<file path="src/rtl/reduce_mean_divider_if.sv">
// Handshake bundle for reduce_mean_divider: sum input channel and mean output channel.
// A transfer happens on a rising edge where valid and ready are both high; the sender
// holds valid and its payload stable until that edge, and ready never depends on valid.
interface reduce_mean_divider_if #(
  parameter int DATA_W = 32,
  parameter int TAG_W  = 8
);
  logic              in_valid;
  logic              in_ready;
  logic [DATA_W-1:0] in_data;
  logic [TAG_W-1:0]  in_tag;
  logic              out_valid;
  logic              out_ready;
  logic [DATA_W-1:0] out_data;
  logic [DATA_W-1:0] out_rem;
  logic [TAG_W-1:0]  out_tag;

  modport master (
    output in_valid, in_data, in_tag, out_ready,
    input  in_ready, out_valid, out_data, out_rem, out_tag
  );

  modport slave (
    input  in_valid, in_data, in_tag, out_ready,
    output in_ready, out_valid, out_data, out_rem, out_tag
  );
endinterface

</file>
<file path="src/rtl/reduce_mean_divider.sv">
// Turns a reduced signed sum into a mean: sequential restoring divide by the constant
// DIVISOR, one quotient bit per cycle, quotient truncated toward zero.
module reduce_mean_divider #(
  parameter int DATA_W  = 32,
  parameter int DIVISOR = 256,
  parameter int TAG_W   = 8
) (
  input  logic                 clk,
  input  logic                 rst,
  reduce_mean_divider_if.slave bus,
  output logic [1:0]           o_dbg_state
);

  localparam longint DIV_MAX = (longint'(1) << (DATA_W - 1)) - 1;
  localparam int     CNT_W   = $clog2(DATA_W + 1);
  localparam logic [DATA_W:0] DIV_EXT = (DATA_W + 1)'(DIVISOR);

  if (DIVISOR < 1 || longint'(DIVISOR) > DIV_MAX) begin : g_bad_divisor
    $error("reduce_mean_divider: DIVISOR out of range 1 .. 2^(DATA_W-1)-1");
  end

  typedef enum logic [1:0] {
    S_IDLE = 2'd0,
    S_DIV  = 2'd1,
    S_DONE = 2'd2
  } state_t;

  state_t             r_state;
  state_t             w_state_next;
  logic               r_sign;
  logic [DATA_W-1:0]  r_mag;
  logic [DATA_W-1:0]  r_rem;
  logic [CNT_W-1:0]   r_cnt;
  logic [TAG_W-1:0]   r_tag;
  logic [DATA_W-1:0]  r_out_data;
  logic [DATA_W-1:0]  r_out_rem;
  logic [TAG_W-1:0]   r_out_tag;

  logic [DATA_W-1:0]  w_abs;
  logic [DATA_W:0]    w_shift;
  logic [DATA_W:0]    w_diff;
  logic               w_ge;
  logic [DATA_W-1:0]  w_rem_next;
  logic [DATA_W-1:0]  w_quo_next;
  logic               w_last;

  // -2^(DATA_W-1) negates to itself, which read as unsigned is the exact magnitude.
  assign w_abs = bus.in_data[DATA_W-1] ? (~bus.in_data + 1'b1) : bus.in_data;

  // Partial remainder stays below DIVISOR, so the shifted value and the difference fit
  // DATA_W+1 bits and the difference's top bit is a valid borrow.
  assign w_shift    = {r_rem, r_mag[DATA_W-1]};
  assign w_diff     = w_shift - DIV_EXT;
  assign w_ge       = ~w_diff[DATA_W];
  assign w_rem_next = w_ge ? w_diff[DATA_W-1:0] : w_shift[DATA_W-1:0];
  // Quotient bits shift into the magnitude register as dividend bits shift out.
  assign w_quo_next = {r_mag[DATA_W-2:0], w_ge};
  assign w_last     = (r_cnt == CNT_W'(1));

  always_comb begin
    w_state_next = r_state;
    case (r_state)
      S_IDLE:  if (bus.in_valid) w_state_next = S_DIV;
      S_DIV:   if (w_last) w_state_next = S_DONE;
      S_DONE:  if (bus.out_ready) w_state_next = S_IDLE;
      default: w_state_next = S_IDLE;
    endcase
  end

  always_ff @(posedge clk) begin
    if (rst) begin
      r_state    <= S_IDLE;
      r_sign     <= 1'b0;
      r_mag      <= '0;
      r_rem      <= '0;
      r_cnt      <= '0;
      r_tag      <= '0;
      r_out_data <= '0;
      r_out_rem  <= '0;
      r_out_tag  <= '0;
    end else begin
      r_state <= w_state_next;
      case (r_state)
        S_IDLE: begin
          if (bus.in_valid) begin
            r_sign <= bus.in_data[DATA_W-1];
            r_mag  <= w_abs;
            r_tag  <= bus.in_tag;
            r_rem  <= '0;
            r_cnt  <= CNT_W'(DATA_W);
          end
        end
        S_DIV: begin
          r_rem <= w_rem_next;
          r_mag <= w_quo_next;
          r_cnt <= r_cnt - 1'b1;
          if (w_last) begin
            r_out_data <= r_sign ? (~w_quo_next + 1'b1) : w_quo_next;
            r_out_rem  <= r_sign ? (~w_rem_next + 1'b1) : w_rem_next;
            r_out_tag  <= r_tag;
          end
        end
        default: ;
      endcase
    end
  end

  assign bus.in_ready  = (r_state == S_IDLE);
  assign bus.out_valid = (r_state == S_DONE);
  assign bus.out_data  = r_out_data;
  assign bus.out_rem   = r_out_rem;
  assign bus.out_tag   = r_out_tag;
  assign o_dbg_state   = r_state;

endmodule

</file>
<file path="src/flat_wrapper.sv">
// flat-port wrapper written by rule: the top's interface ports become plain ports
module reduce_mean_divider_flat 
#(
  parameter int DATA_W  = 32,
  parameter int DIVISOR = 256,
  parameter int TAG_W   = 8
)
  (clk, rst, o_dbg_state, bus_in_valid, bus_in_data, bus_in_tag, bus_out_ready, bus_in_ready, bus_out_valid, bus_out_data, bus_out_rem, bus_out_tag);
  reduce_mean_divider_if #(.DATA_W(DATA_W), .TAG_W(TAG_W)) bus_i ();
  input  logic clk;
  input  logic rst;
  output logic [1:0] o_dbg_state;
  input wire logic [$bits(bus_i.in_valid)-1:0] bus_in_valid;
  input wire logic [$bits(bus_i.in_data)-1:0] bus_in_data;
  input wire logic [$bits(bus_i.in_tag)-1:0] bus_in_tag;
  input wire logic [$bits(bus_i.out_ready)-1:0] bus_out_ready;
  output wire logic [$bits(bus_i.in_ready)-1:0] bus_in_ready;
  output wire logic [$bits(bus_i.out_valid)-1:0] bus_out_valid;
  output wire logic [$bits(bus_i.out_data)-1:0] bus_out_data;
  output wire logic [$bits(bus_i.out_rem)-1:0] bus_out_rem;
  output wire logic [$bits(bus_i.out_tag)-1:0] bus_out_tag;
  assign bus_i.in_valid = bus_in_valid;
  assign bus_i.in_data = bus_in_data;
  assign bus_i.in_tag = bus_in_tag;
  assign bus_i.out_ready = bus_out_ready;
  assign bus_in_ready = bus_i.in_ready;
  assign bus_out_valid = bus_i.out_valid;
  assign bus_out_data = bus_i.out_data;
  assign bus_out_rem = bus_i.out_rem;
  assign bus_out_tag = bus_i.out_tag;
  reduce_mean_divider #(.DATA_W(DATA_W), .DIVISOR(DIVISOR), .TAG_W(TAG_W)) u_core (.clk(clk), .rst(rst), .bus(bus_i), .o_dbg_state(o_dbg_state));
endmodule
</file>
<file path="config.mk">
export PLATFORM = sky130hd
export DESIGN_NAME = reduce_mean_divider_flat
export DESIGN_NICKNAME = d
export VERILOG_FILES = /design/src/rtl/reduce_mean_divider_if.sv /design/src/rtl/reduce_mean_divider.sv /design/src/flat_wrapper.sv
export SDC_FILE = /design/constraint.sdc
export NUM_CORES = 1
export LEC_CHECK = 0
export CORE_ASPECT_RATIO = 2
export CORE_MARGIN = 2
export CORE_UTILIZATION = 50
export CTS_CLUSTER_DIAMETER = 100
export DETAILED_ROUTE_END_ITERATION = 16
export PLACE_DENSITY = 0.75
export SYNTH_ARGS = -nofsm -noshare
export SYNTH_HDL_FRONTEND = slang
export SYNTH_SLANG_ARGS = --single-unit
</file>
<file path="constraint.sdc">
create_clock -name clk -period 3.91 [get_ports clk]
set_clock_uncertainty 0.15 [all_clocks]
set_input_delay 0.391 -clock clk [delete_from_list [all_inputs] [get_ports clk]]
set_output_delay 0.391 -clock clk [all_outputs]
set_load 0.01 [all_outputs]
</file>
==> metrics.cfg <==
[timing]
fmax_mhz = 263
slew_headroom = 0.473
finalSetupViolCount = 0
finalMaxSlewViolations = 0
hold_violations = 0
worst_pin_slew_ns = 0.791
rsz0062_at_grt = no
period_share = 0.971
fin_crit_ns = 3.80

[clock_network]
clockBufferDepth = 2
cts_root_buffer = clkbuf_16
ctsHtreeMaxLevel = 4
cts_hold_buf = 0
cts_made_buffers = 17
clk_pin_slew_ns = 0.07
clock-sinks = 153
cts_tree = built
clk_latency_ns = 0.43

[synthesis]
synth.top_cell.area_share = 0.363
synth.top_cells.by_area = dfxtp_1 36%, nand2_1 6.2%, nor2_1 5.6%
ys_ff_latch = 153
synth_flop_cell = dfxtp_1
async_flop_share = 0
synth_area_mm2 = 0.00843
postSynthCellCount = 1084
yosysUniqueCellTypes = 66
yosysTopAreaCell = dfxtp_1
ys_seq_area_frac = 0.363
yosys_warnings = 0
synth-edff-count = 0
syn_avg_cell_area_um2 = 7.78
synth_fp_nets = 1134

[power]
intPower_uw = 5110
finalPower_uw = 9500
power.share.sequential = 0.202
swShare = 0.463
power.switching_uw = 4390
combPwrFrac = 0.616
clockPowerShare = 0.181
pwr_density_cell_mw_per_mm2 = 891
vdd_drop_max_mv = 0.564
p_leak_uw = 0.00374

[worst_setup_path]
rr_startpoint = u_core.r_rem[25]
regToRegSetupSlack_ns = 0.11
rr_worst_depth = 11
critPathMaxFanout = 9
cp.arrival_ns = 4.02
worstPathRequired_ns = 4.13
crit_path_start_kind = flip-flop
endpoint_kind = flip-flop
startpoint = u_core.r_rem[25]
path_class = reg -> reg
r2r-end = u_core.bus.out_rem[28]

[die]
core_mm2 = 0.0166
die_y_um = 188
dieArea_mm2 = 0.0180
fp.dieW_um = 95.8
pin_count = 120
initial_core_util = 0.508
num_rows = 67

[grt]
antenna_found_initial = 0
grt_util_all_layers = 0.282
grt_max_degree = 76
grt_pass1_vias = 8134
grt_pass1_wl_um = 40400
grt_overflow = 0

[finish]
drive_gt1_frac = 0.109
syn2layout_area_growth_pct = 26.5
n_fill_cell = 1462
layout.area.seq_mm2 = 0.00306
final_util = 0.642
layout_common_cells = 152 x dfxtp_1, 139 x nand2_1, 124 x nor2_1
multi_input_area_mm2 = 0.00503
nets = 1247
final_common_cell = dfxtp_1
antenna_cells = 0

[drt]
drt_iter0_drc = 490
routed_via_density = 6.08
ant_nets = 0
route.detailed.wl_per_inst_um = 17.6
via_count = 8611
firstDrtPassIters = 5
wirelength_um = 25000
drc = 0

[place]
gpl.final_weighted_congestion = 1.01
portBuffers = 119
dp_hpwl_um = 17300

[job]
maxCapViolations = 0

[worst_hold_path]
holdPathEnd = u_core.r_rem[10]
holdCritPathClass = in -> reg
hp-start = rst
whs_path_depth = 2

[outcome]
status = finished clean

-- power groups by stage --
stage	Clock [uW]	Sequential [uW]	Combinational (uW)
3_3_place_gp	0	1940	5560
6_report	1720	1920	5850
2_1_floorplan	0	1910	3530
4_1_cts	1740	1910	5640
3_5_place_dp	0	1940	5590
5_1_grt	1800	1940	6270
-- kinds of logic after synthesis --
logic type      after synthesis  share of synthesized area
fa+ha+maj                     6                    0.00890
flops                       153                      0.363
compound gates              284                      0.225
simple gates                441                      0.250
mux                           7                    0.00831
buf+inv                     101                     0.0485
xor+xnor                     92                     0.0956
-- metrics by stage --
step | setup slack, ns | std cells | hold WS, ns | setup TNS, ns | instance area (um2)
finish | 0.113 | 1417 | 0.243 | 0 | 10700
global route | 0.00243 | 1417 | 0.260 | 0 | 10700
CTS | 0.0851 | 1417 | 0.231 | 0 | 10600
detailed placement | 0.103 | 1385 | 0.292 | 0 | 10000
global placement | 0.0927 | 1385 | 0.285 | 0 | 10000
floorplan | -0.238 | 1084 | 0.282 | -0.420 | 8450
-- how the worst max path moves through the flow --
| stage | end |
|---|---|
| after floorplan | u_core.bus.out_rem[28] |
| after global placement | u_core.bus.out_rem[28] |
| after detailed placement | u_core.bus.out_rem[28] |
| after CTS | u_core.bus.out_rem[28] |
| after global routing | u_core.bus.out_rem[29] |
| final | u_core.bus.out_rem[28] |
-- synthesized netlist by cell type, drive strengths merged, types with 7 or more instances --
master and instances:
or2 8, a21oi 82, a211oi 41, o41ai 11, nor4 25, xor2 51, a31oi 21, nand3 40
nor2b 9, dfxtp 153, clkbuf 72, o31ai 23, inv 14, o21ai 36, and3 7, nor2 126
buf 14, or4 21, or3 10, xnor2 41, a221oi 12, a22oi 25, nor3 24, nand2b 8
nand4 8, nand2 139, mux2i 7
-- final cells by class --
| type | instances | share of cell area |
|---|---|---|
| inverter | 15 | 0.00528 |
| sequential | 153 | 0.287 |
| clock inverter | 15 | 0.0171 |
| clock buffer | 17 | 0.0399 |
| timing repair buffer | 180 | 0.155 |
| tap | 207 | 0.0243 |
| multi-input combinational | 830 | 0.471 |
-- worst max-delay path: stages, from the launching register on --
cell	delay (ns)
dfxtp_1	0.31
or4_4	0.59
or4_4	0.55
nor3_4	0.20
buf_6	0.17
nor4_1	0.07
nor4_1	0.29
buf_4	0.19
nand3_2	0.11
or4_4	0.55
or4_1	0.47
nand3_1	0.09
-- sequential cells by signal, indices dropped and copies added, names as in the netlist --
register / flops
u_core.bus.out_data: 32
u_core.bus.out_rem: 32
u_core.bus.out_tag: 8
u_core.o_dbg_state: 2
u_core.r_cnt: 6
u_core.r_mag: 32
u_core.r_rem: 32
u_core.r_sign: 1
u_core.r_tag: 8
-- per-layer routing --
metal | wire length, um | GRT usage | up-vias
met5 | 0 | 0 | -
met1 | 10500 | 0.370 | 4036
met4 | 791 | 0.127 | 0
met3 | 1480 | 0.0362 | 62
met2 | 12200 | 0.454 | 366
li1 | - | - | 4147
-- repair_timing --
item / 4_1_cts / 5_1_grt
setup endpoints to repair: 0 / 9
endpoints found under the hold margin: 0 / 0
buffers inserted: 0 / 0
resized for setup: 0 / 11
Note: power is estimated with default switching activity, not from simulation.
